File: config.mk
export PLATFORM = sky130hd
export DESIGN_NAME = fifo_write_arbiter_flat
export DESIGN_NICKNAME = d
export VERILOG_FILES = /design/src/rtl/fifo_arb_pkg.sv /design/src/rtl/fifo_write_arbiter_if.sv /design/src/rtl/fifo_write_arbiter_rr_pick.sv /design/src/rtl/fifo_write_arbiter.sv /design/src/flat_wrapper.sv
export SDC_FILE = /design/constraint.sdc
export NUM_CORES = 1
export LEC_CHECK = 0
export CORE_ASPECT_RATIO = 1.5
export CORE_UTILIZATION = 37
export DETAILED_ROUTE_END_ITERATION = 10
export GPL_TIMING_DRIVEN = 0
export PLACE_DENSITY = 0.84
export SETUP_SLACK_MARGIN = 0.3
export SLEW_MARGIN = 15
export SYNTH_ARGS = -nofsm -noshare
export SYNTH_HDL_FRONTEND = slang
export SYNTH_SLANG_ARGS = --single-unit
File: constraint.sdc
create_clock -name clk -period 3.1 [get_ports clk]
set_clock_uncertainty 0.05 [all_clocks]
set_input_delay 0.93 -clock clk [delete_from_list [all_inputs] [get_ports clk]]
set_output_delay 0.93 -clock clk [all_outputs]
set_load 0.05 [all_outputs]
File: src/rtl/fifo_arb_pkg.sv
// Shared types and default sizing for the FIFO write arbiter slice.
// Defaults are also used by the downstream fifo_sync instantiation.
package fifo_arb_pkg;

    typedef enum logic [0:0] {
        ST_IDLE  = 1'b0,
        ST_GRANT = 1'b1
    } arb_state_e;

    localparam int NB_DEF        = 8;
    localparam int NR_DEF        = 4;
    localparam int LG_DEF        = 2;
    localparam int MB_DEF        = 4;
    localparam int BURST_MAX_DEF = 8;

endpackage

File: src/rtl/fifo_write_arbiter_if.sv
// Requester-side and FIFO-side write handshakes of the arbiter.
// master = arbiter view, slave = environment view.
interface fifo_write_arbiter_if
    import fifo_arb_pkg::*;
#(
    parameter int Nb = NB_DEF,
    parameter int Nr = NR_DEF
);

    logic [Nr-1:0]    in_valid;
    logic [Nr*Nb-1:0] in_data;
    logic [Nr-1:0]    in_ready;
    logic             fifo_wr_valid;
    logic [Nb-1:0]    fifo_wr_data;
    logic             fifo_wr_ready;

    modport master (
        input  in_valid, in_data, fifo_wr_ready,
        output in_ready, fifo_wr_valid, fifo_wr_data
    );

    modport slave (
        output in_valid, in_data, fifo_wr_ready,
        input  in_ready, fifo_wr_valid, fifo_wr_data
    );

endinterface

File: src/rtl/fifo_write_arbiter_rr_pick.sv
// Combinational round-robin selector: first request above last,
// wrapping to index 0; works for any Nr (not only powers of two).
module rr_pick
    import fifo_arb_pkg::*;
#(
    parameter int Nr = NR_DEF,
    parameter int Lg = LG_DEF
) (
    input  logic [Nr-1:0] req,
    input  logic [Lg-1:0] last,
    output logic [Lg-1:0] pick,
    output logic          any
);

    logic hi_found;
    logic [Lg-1:0] hi_pick;
    logic lo_found;
    logic [Lg-1:0] lo_pick;

    // Two ascending scans: strictly above last, then from 0 up to last.
    always_comb begin
        hi_found = 1'b0;
        hi_pick  = '0;
        lo_found = 1'b0;
        lo_pick  = '0;
        for (int i = 0; i < Nr; i++) begin
            if (!hi_found && req[i] && (i > int'(last))) begin
                hi_found = 1'b1;
                hi_pick  = Lg'(i);
            end
            if (!lo_found && req[i] && (i <= int'(last))) begin
                lo_found = 1'b1;
                lo_pick  = Lg'(i);
            end
        end
    end

    assign any  = hi_found | lo_found;
    assign pick = hi_found ? hi_pick : lo_pick;

endmodule

File: src/rtl/fifo_write_arbiter.sv
// Round-robin, burst-bounded sharing of one FIFO write port among Nr requesters.
// Optional FIFO_ARB_PRIO0_EN: requester 0 wins every arbitration it requests.
module fifo_write_arbiter
    import fifo_arb_pkg::*;
#(
    parameter int Nb        = NB_DEF,
    parameter int Nr        = NR_DEF,
    parameter int Lg        = LG_DEF,
    parameter int Mb        = MB_DEF,
    parameter int burst_max = BURST_MAX_DEF
) (
    input  logic                  clk,
    input  logic                  reset,
    fifo_write_arbiter_if.master  bus,
    output logic [Lg-1:0]         grant,
    output logic                  grant_active
);

    arb_state_e    state_q, state_d;
    logic [Lg-1:0] grant_q, grant_d;
    logic [Lg-1:0] last_q, last_d;
    logic [Mb-1:0] cnt_q, cnt_d;

    logic [Nr-1:0] req;
    logic [Lg-1:0] pick;
    logic          any;
    logic          sel_valid;
    logic [Nb-1:0] sel_data;
    logic [Nr-1:0] ready_vec;

`ifdef FIFO_ARB_PRIO0_EN
    assign req = bus.in_valid[0] ? Nr'(1) : bus.in_valid;
`else
    assign req = bus.in_valid;
`endif

    rr_pick #(
        .Nr (Nr),
        .Lg (Lg)
    ) u_rr_pick (
        .req  (req),
        .last (last_q),
        .pick (pick),
        .any  (any)
    );

    always_comb begin
        sel_valid = 1'b0;
        sel_data  = bus.in_data[Nb-1:0];
        ready_vec = '0;
        for (int i = 0; i < Nr; i++) begin
            if (grant_q == Lg'(i)) begin
                sel_valid    = bus.in_valid[i];
                sel_data     = bus.in_data[i*Nb +: Nb];
                ready_vec[i] = bus.fifo_wr_ready;
            end
        end
    end

    always_comb begin
        state_d           = state_q;
        grant_d           = grant_q;
        last_d            = last_q;
        cnt_d             = cnt_q;
        bus.fifo_wr_valid = 1'b0;
        bus.fifo_wr_data  = sel_data;
        bus.in_ready      = '0;
        unique case (state_q)
            ST_IDLE: begin
                if (any) begin
                    grant_d = pick;
                    cnt_d   = '0;
                    state_d = ST_GRANT;
                end
            end
            ST_GRANT: begin
                // Gated so nothing is written on a reset cycle.
                bus.fifo_wr_valid = sel_valid && !reset;
                bus.in_ready      = reset ? '0 : ready_vec;
                if (!sel_valid) begin
                    last_d  = grant_q;
                    state_d = ST_IDLE;
                end else if (bus.fifo_wr_ready) begin
                    cnt_d = cnt_q + 1'b1;
                    if (cnt_d == Mb'(burst_max)) begin
                        last_d  = grant_q;
                        state_d = ST_IDLE;
                    end
                end
            end
            default: state_d = ST_IDLE;
        endcase
    end

    always_ff @(posedge clk) begin
        if (reset) begin
            state_q <= ST_IDLE;
            grant_q <= '0;
            last_q  <= Lg'(Nr - 1);
            cnt_q   <= '0;
        end else begin
            state_q <= state_d;
            grant_q <= grant_d;
            last_q  <= last_d;
            cnt_q   <= cnt_d;
        end
    end

    assign grant        = grant_q;
    assign grant_active = (state_q == ST_GRANT);

endmodule

File: src/flat_wrapper.sv
// flat-port wrapper written by rule: the top's interface ports become plain ports
module fifo_write_arbiter_flat import fifo_arb_pkg::*;
#(
    parameter int Nb        = NB_DEF,
    parameter int Nr        = NR_DEF,
    parameter int Lg        = LG_DEF,
    parameter int Mb        = MB_DEF,
    parameter int burst_max = BURST_MAX_DEF
)
  (clk, reset, grant, grant_active, bus_in_valid, bus_in_data, bus_fifo_wr_ready, bus_in_ready, bus_fifo_wr_valid, bus_fifo_wr_data);
  fifo_write_arbiter_if #(.Nb(Nb), .Nr(Nr)) bus_i ();
  input  logic clk;
  input  logic reset;
  output logic [Lg-1:0] grant;
  output logic grant_active;
  input wire logic [$bits(bus_i.in_valid)-1:0] bus_in_valid;
  input wire logic [$bits(bus_i.in_data)-1:0] bus_in_data;
  input wire logic [$bits(bus_i.fifo_wr_ready)-1:0] bus_fifo_wr_ready;
  output wire logic [$bits(bus_i.in_ready)-1:0] bus_in_ready;
  output wire logic [$bits(bus_i.fifo_wr_valid)-1:0] bus_fifo_wr_valid;
  output wire logic [$bits(bus_i.fifo_wr_data)-1:0] bus_fifo_wr_data;
  assign bus_i.in_valid = bus_in_valid;
  assign bus_i.in_data = bus_in_data;
  assign bus_i.fifo_wr_ready = bus_fifo_wr_ready;
  assign bus_in_ready = bus_i.in_ready;
  assign bus_fifo_wr_valid = bus_i.fifo_wr_valid;
  assign bus_fifo_wr_data = bus_i.fifo_wr_data;
  fifo_write_arbiter #(.Nb(Nb), .Nr(Nr), .Lg(Lg), .Mb(Mb), .burst_max(burst_max)) u_core (.clk(clk), .reset(reset), .bus(bus_i), .grant(grant), .grant_active(grant_active));
endmodule
==> results of run 1 <==
==> placed cells by master, fill, tap and decap left out, types with 2 or more instances in the layout <==
cell type,Yosys,layout
a21oi_1,4,4
clkdlybuf4s15_1,0,15
buf_6,1,6
clkdlybuf4s50_1,0,3
mux4_2,7,8
clkbuf_2,0,4
clkbuf_4,0,3
nand3_1,6,6
nor2_2,0,2
or3b_1,2,2
buf_8,0,8
o21ai_0,2,2
buf_4,1,9
nor4_4,0,2
inv_1,3,3
mux2_4,2,2
buf_2,1,2
nand2b_1,3,3
nand2_1,3,2
dfxtp_1,9,9
mux2i_1,2,2
dlygate4sd2_1,0,18
a31oi_1,2,2
nor2_1,10,8
or3_1,2,2
nand3b_1,2,2
==> registers in the layout, summed over array words and instances, names as in the netlist <==
register,count
u_core.cnt_q,4
u_core.last_q,2
u_core.grant_active,1
u_core.grant,2
==> stage by stage <==
step           worst slack, ns  util (%)
3_3_place_gp            -0.709      69.0
5_1_grt                  0.277      73.8
2_1_floorplan           0.0671         -
6_report                 0.302      73.8
4_1_cts                  0.300      74.1
3_5_place_dp            -0.736      69.0
==> cell families (layout without fill, tap and decap cells) <==
kind of cell | count (synthesis) | after routing | synth area share, %
buf+inv | 8 | 73 | 5.31
flops | 9 | 9 | 22.5
other cells | 0 | 1 | 0
simple gates | 33 | 33 | 22.2
compound gates | 17 | 17 | 16.4
fa+ha+maj | 1 | 1 | 1.56
mux | 13 | 13 | 32.0
==> worst max-delay path: stages <==
cell           delay [ns]
dlygate4sd2_1        0.27
nand2_2              0.07
nor2_1               0.10
nand2_1              0.09
nor2_1               0.17
buf_6                0.19
==> what timing repair did <==
item / CTS / global route
setup buffers: 6 / 1
gates cloned: 0 / 0
endpoints found under the hold margin: 0 / 0
setup endpoints to repair: 13 / 11
pin swaps: 2 / 2
resized for setup: 158 / 15
==> where the power goes <==
group          switching (W)  internal [W]
sequential         0.0000126      0.000127
clock              0.0000430     0.0000497
combinational       0.000201      0.000183
==> final cells by class <==
type / instances / area, um2 / share of cell area (%)
antenna: 1 / 2.50 / 0.167
buffer: 5 / 45.0 / 3.01
clock buffer: 4 / 26.3 / 1.76
inverter: 3 / 11.3 / 0.753
multi-input combinational: 64 / 612 / 40.9
sequential: 9 / 180 / 12.0
tap: 22 / 27.5 / 1.84
timing repair buffer: 61 / 592 / 39.5
==> per-layer routing <==
metal  up-vias  global-route usage, %  wire (um)
li1        449                      -          -
met1       457                   23.8        886
met2        52                   44.7       1470
met3         9                   4.51        301
met4         0                   11.8         72
met5         -                      0          0
==> how the worst max path moves through the flow <==
stage	from	endpoint	slack (ns)	cells past startpoint
2_1_floorplan	u_core.grant[1]	bus_in_ready[2]	0.07	4
3_3_place_gp	reset	bus_in_ready[0]	-0.71	4
3_5_place_dp	reset	bus_in_ready[0]	-0.74	4
4_1_cts	bus_in_data[31]	bus_fifo_wr_data[7]	0.30	3
5_1_grt	bus_fifo_wr_ready	bus_in_ready[3]	0.28	6
6_report	bus_fifo_wr_ready	bus_in_ready[3]	0.30	6
==> out/results.txt, run 1 <==
Critical path type -> in -> out
Routability congestion estimate -> 0.718
Hold buffers post-CTS -> 0
Core area -> 2030 um2
Fin crit share -> 90.3%
Num CTS Buffers -> 3
Initial core utilization -> 39.5%
Synth top area share -> 22.5%
Worst vdd ir -> 0.000280 V
EDFF count, synth -> 0
CP required -> 2.12 ns
Sink Count -> 9
Final hold slack -> 0.480 ns
Die W -> 40.0 um
Syn avg cell area -> 9.89 um2
Vias in the first global route -> 940
Fillers -> 145
Port bufs -> 54
Final Critical Period -> 2.80 ns
Max Cap Violations -> 0
Cell Pwr Density -> 411 nW/um2
Most frequent cell after synthesis -> nor2_1
Syn nets -> 121
Hold_sp -> u_core.cnt_q[1]
Largest cells by area after synthesis -> dfxtp_1 23%, mux4_2 20%, nor2_1 4.7%, nand3_1 3.8%, mux2_4 3.8%
Synth Flop Type -> dfxtp_1
Crit path capture type -> primary output
Clock buffer depth -> 2
I/O pin total -> 55
Post-synth top cells -> 10 x nor2_1, 9 x dfxtp_1, 7 x mux4_2
Critical path startpoint category -> input pin
Initial antenna violation count -> 1
Cells after Synth -> 81
Reg2reg path depth -> 7
Clk root buf -> clkbuf_4
CP Max Fanout -> 4
Dpl hpwl -> 2.14 mm
Synth Cell Area -> 801 um2
Layout cells sized above 1 -> 37.7%
Pin count of the biggest net entering global routing -> 11
Reg-to-reg startpoint -> u_core.grant[0]
Ys async rst share -> 0%
Hold crit path type -> reg -> reg
Hold path cells -> 2
Rel. slew slack -> 65.8%
TritonRoute pass-1 iters -> 4
Post-synthesis sequential area ratio -> 22.5%
Hold Path End -> u_core.cnt_q[1]
WL per Instance -> 16.2 um
YS warnings -> 0
Slew @ Worst Pin -> 0.511 ns
Final ANT Viol Nets -> 0
First-pass GRT wire length -> 3.99 mm
Worst-path clk slew -> 0.06 ns
Clock Latency Late Sink -> 0.26 ns
Placed insts -> 157
Chip Height -> 59.0 um
Non-Filler Cell Area, Final -> 1500 um2
Max Slew Vio Count -> 0
Core Rows -> 20
Flops & latches, synth -> 9
P&R area growth vs syn -> 86.9%
Area of the die -> 2360 um2
Final Non-Filler Cells -> 169
Drt drc -> 0
H-tree depth -> 1
Final WL -> 2.73 mm
Reg2Reg Setup Slack -> 1.47 ns
RSZ-0062 raised after global routing -> true
Total power -> 0.000615 W
TNS Setup -> 0 ns
WP data arrival -> 1.82 ns
GRT Util Overall -> 24.3%
Grt total ovfl -> 0
Netlist cell types -> 35
Reg-to-reg endpoint -> u_core.last_q[0]
Nets@finish -> 187
Vias after detailed routing -> 967
Area leader, netlist -> dfxtp_1
Fmax -> 357 MHz
Status -> finished, final reports clean
Final Hold Viols -> 0
CTS tree -> done
Endpoints failing setup -> 0
Leakage dissipation -> 0.634 nW
Vias/cell -> 5.72
First DRT Iteration DRCs -> 23
Dpl cell area -> 1400 um2
No activity file was read; power rests on OpenSTA's default activity.
==> inputs of run 2 (changes only) <==
--- a/config.mk
+++ b/config.mk
@@ -8,7 +8,6 @@
 export CORE_ASPECT_RATIO = 1.5
 export CORE_UTILIZATION = 37
 export DETAILED_ROUTE_END_ITERATION = 10
-export GPL_TIMING_DRIVEN = 0
 export PLACE_DENSITY = 0.84
 export SETUP_SLACK_MARGIN = 0.3
 export SLEW_MARGIN = 15
==> out/results.txt, run 2 (synthesized netlist as in run 1, its figures left out) <==
Slew @ Worst Pin -> 0.530 ns
Critical path startpoint category -> input pin
Worst setup margin -> 0.316 ns
Met1 Use GR -> 25.9%
CP Max Fanout -> 1
Vias/cell -> 5.59
Dpl cell area -> 1470 um2
Non-Filler Cell Area, Final -> 1570 um2
Dpl hpwl -> 2.14 mm
Worst-path clk slew -> 0.06 ns
Hold path cells -> 2
GRT busiest layer -> met2
Drt drc -> 0
Core Rows -> 20
Endpoints failing setup -> 0
Most flops, register -> u_core.cnt_q
Status -> finished, final reports clean
Max Slew Vio Count -> 0
Grt total ovfl -> 0
Rel. slew slack -> 64.5%
First DRT Iteration DRCs -> 27
Layout cells sized above 1 -> 38.1%
Vias in the first global route -> 896
TNS Setup -> 0 ns
Core area -> 2030 um2
Clock Latency Late Sink -> 0.26 ns
Vias after detailed routing -> 945
Met2 usage -> 45.2%
FF+latch area -> 181 um2
I/O pin total -> 55
Initial antenna violation count -> 0
Hold_sp -> u_core.cnt_q[3]
CP required -> 2.12 ns
CP startpoint -> bus_in_data[28]
CTS tree -> done
Num CTS Buffers -> 3
Reg2reg path depth -> 5
Chip Height -> 59.0 um
Most frequent cells in the layout -> 25 x clkdlybuf4s15_1, 12 x buf_4, 10 x dlygate4sd2_1
Sink Count -> 9
Reg-to-reg startpoint -> u_core.grant[1]
Cell Pwr Density -> 398 nW/um2
Initial core utilization -> 39.5%
Die W -> 40.0 um
Routability congestion estimate -> 0.782
Clk root buf -> clkbuf_4
ANT cells -> 0
Pin count of the biggest net entering global routing -> 11
Clock buffer depth -> 2
Fillers -> 131
Nets@finish -> 188
Fmax -> 359 MHz
Area taken by multi-input logic gates -> 614 um2
M3 GR Usage -> 4.89%
Final Core Density -> 77.2%
First-pass GRT wire length -> 4.02 mm
Max Cap Violations -> 0
TritonRoute pass-1 iters -> 4
P&R area growth vs syn -> 95.5%
Final hold slack -> 0.482 ns
H-tree depth -> 1
Max reg flops -> 4
Final Critical Period -> 2.78 ns
GRT Util Overall -> 24.9%
Final Hold Viols -> 0
RSZ-0062 raised after global routing -> false
Final ANT Viol Nets -> 0
Critical path type -> in -> out
Fin crit share -> 89.8%
Setup WS pre-CTS -> 0.0184 ns
Worst vdd ir -> 0.000236 V
Area of the die -> 2360 um2
Crit path capture type -> primary output
Commonest non-fill, non-tap cell in the layout -> clkdlybuf4s15_1
WL per Instance -> 16.0 um
WP data arrival -> 1.80 ns
Hold crit path type -> reg -> reg
Leakage dissipation -> 0.642 nW
Port bufs -> 54
Final WL -> 2.71 mm
## run 2: cell count changes in the layout (fill, tap and decap cells not counted), moves of 2 or more
| cell | previous run | this run |
|---|---|---|
| buf_12 | 0 | 5 |
| buf_4 | 9 | 12 |
| buf_6 | 6 | 1 |
| clkbuf_2 | 4 | 2 |
| clkdlybuf4s15_1 | 15 | 25 |
| dlygate4sd2_1 | 18 | 10 |
## run 2: final cells by class
cell class | instances | share of cell area [%]
Inverter | 3 | 0.719
Clock buffer | 4 | 1.68
Sequential cell | 9 | 11.6
Multi-Input combinational cell | 64 | 39.2
Timing Repair Buffer | 67 | 45.0
Tap cell | 22 | 1.76
## run 2: timing repair
action	CTS	global route
setup endpoints to repair	14	10
pin swaps	2	3
resized for setup	72	21
buffers inserted	2	1
hold buffers	0	0
## run 2: layer usage
metal	wire length, um	vias to the layer above
li1	-	450
met1	890	438
met2	1450	52
met3	324	5
met4	42	0
met5	0	-
## run 2: worst paths after layout
path	to	slack, ns
min	u_core.cnt_q[3]	0.48
min reg2reg	u_core.cnt_q[3]	0.48
max reg2reg	u_core.cnt_q[2]	1.30
max	bus_fifo_wr_data[4]	0.32
## run 2: metrics by stage
| step | power [W] | cells |
|---|---|---|
| floorplan | 0.000368 | 81 |
| global placement | 0.000492 | 162 |
| detailed placement | 0.000498 | 162 |
| CTS | 0.000618 | 168 |
| global route | 0.000652 | 169 |
| finish | 0.000622 | 169 |
## run 2: where the power goes
part	internal, W	switching, W	total, W
combinational	0.000188	0.000192	0.000380
sequential	0.000127	0.0000243	0.000151
clock	0.0000496	0.0000415	0.0000911
## run 2: critical path, stage by stage
cell and delay [ns]:
dlygate4sd2_1 0.22, mux4_2 0.48, buf_8 0.17
==> inputs of run 3 (changes only) <==
--- a/config.mk
+++ b/config.mk
@@ -6,9 +6,9 @@
 export NUM_CORES = 1
 export LEC_CHECK = 0
 export CORE_ASPECT_RATIO = 1.5
-export CORE_UTILIZATION = 37
+export CORE_UTILIZATION = 35
 export DETAILED_ROUTE_END_ITERATION = 10
-export PLACE_DENSITY = 0.84
+export PLACE_DENSITY = 0.8
 export SETUP_SLACK_MARGIN = 0.3
 export SLEW_MARGIN = 15
 export SYNTH_ARGS = -nofsm -noshare
==> constraint.sdc (replaced) <==
create_clock -name clk -period 3.2 [get_ports clk]
set_clock_uncertainty 0.05 [all_clocks]
set_input_delay 0.96 -clock clk [delete_from_list [all_inputs] [get_ports clk]]
set_output_delay 0.96 -clock clk [all_outputs]
set_load 0.05 [all_outputs]
==> out/results.txt, run 3 (synthesized netlist as in run 1, its figures left out) <==
Status -> finished, final reports clean
Clock Latency Late Sink -> 0.26 ns
Area of the die -> 2490 um2
Clock buffer depth -> 2
Core area -> 2100 um2
Crit path capture type -> primary output
WL per Instance -> 16.3 um
Max reg flops -> 4
TritonRoute pass-1 iters -> 2
Rel. slew slack -> 65.5%
Clk root buf -> clkbuf_4
Routability congestion estimate -> 0.729
Initial core utilization -> 38.1%
Die W -> 41.1 um
Most frequent cells in the layout -> 32 x dlygate4sd2_1, 11 x buf_4, 8 x mux4_2, 8 x buf_8, 8 x dfxtp_1
Critical path startpoint category -> input pin
Layout cells sized above 1 -> 36.3%
Max Cap Violations -> 0
CP required -> 2.19 ns
Most flops, register -> u_core.cnt_q
Fmax -> 346 MHz
Pin count of the biggest net entering global routing -> 12
P&R area growth vs syn -> 92.8%
Endpoints failing setup -> 0
Hold crit path type -> reg -> reg
TNS Setup -> 0 ns
Worst vdd ir -> 0.000301 V
Fillers -> 157
Reg2reg path depth -> 5
Final WL -> 2.73 mm
Fin crit share -> 90.2%
Final Hold Viols -> 0
Cell Pwr Density -> 387 nW/um2
CTS tree -> done
I/O pin total -> 55
RSZ-0062 raised after global routing -> true
Leakage dissipation -> 0.655 nW
H-tree depth -> 1
Chip Height -> 60.6 um
Dpl hpwl -> 2.14 mm
Sink Count -> 9
WP data arrival -> 1.88 ns
First DRT Iteration DRCs -> 11
Critical path type -> in -> out
Port bufs -> 54
Vias in the first global route -> 947
Initial antenna violation count -> 0
Nets@finish -> 187
First-pass GRT wire length -> 3.94 mm
Vias/cell -> 5.43
ANT cells -> 0
Final Critical Period -> 2.89 ns
Grt total ovfl -> 0
Final ANT Viol Nets -> 0
Placed insts -> 160
Final Non-Filler Cells -> 168
Max Slew Vio Count -> 0
Vias after detailed routing -> 913
Reg2Reg Setup Slack -> 1.39 ns
Num CTS Buffers -> 3
Worst-path clk slew -> 0.06 ns
Hold path cells -> 2
CP Max Fanout -> 1
Drt drc -> 0
Commonest non-fill, non-tap cell in the layout -> dlygate4sd2_1
GRT Util Overall -> 23.8%
Core Rows -> 20
Slew @ Worst Pin -> 0.516 ns
==> run 3: path summary, 6_finish.rpt <==
check,start,end
max,bus_in_data[8],bus_fifo_wr_data[0]
min,u_core.cnt_q[1],u_core.cnt_q[1]
max reg2reg,u_core.grant[1],u_core.cnt_q[2]
min reg2reg,u_core.cnt_q[1],u_core.cnt_q[1]
==> run 3: layout make-up <==
class,count,area (um2),share of cell area (%)
repair buffers,66,681,44.1
multi-input cells,64,617,40.0
flip-flops and latches,9,181,11.8
well taps,22,27.5,1.78
clock buffers,4,26.3,1.70
inverters,3,11.3,0.729
==> run 3: repair_timing <==
action	in CTS	in global routing
buffers inserted	3	1
hold buffers	0	0
gates resized for setup	62	7
pin swaps	1	1
endpoints found under the setup margin	13	4
==> run 3: routing by layer <==
layer	up-vias	global-route usage, %	wire [um]
met3	8	4.40	267
met5	-	0	0
li1	445	-	-
met2	45	45.8	1490
met4	0	12.4	87
met1	415	21.1	885
==> run 3: critical path, cell delays in order <==
cell and delay (ns):
dlygate4sd2_1 0.25, mux4_2 0.49, buf_8 0.17
==> run 3: report_power, final <==
part | internal (W) | total (W) | switching, W
combinational | 0.000178 | 0.000363 | 0.000185
sequential | 0.000123 | 0.000147 | 0.0000236
clock | 0.0000481 | 0.0000886 | 0.0000405
total | 0.000349 | 0.000598 | 0.000249
==> run 3: through the flow <==
stage	worst slack (ns)	hold WS, ns	power (W)	utilization, %	instance area [um2]
2_1_floorplan	0.137	0.440	0.000357	-	831
3_3_place_gp	0.0374	0.454	0.000470	69.3	1460
3_5_place_dp	0.0214	0.459	0.000477	69.3	1460
4_1_cts	0.287	0.474	0.000595	72.7	1530
5_1_grt	0.286	0.508	0.000627	73.5	1540
6_report	0.313	0.473	0.000598	73.5	1540
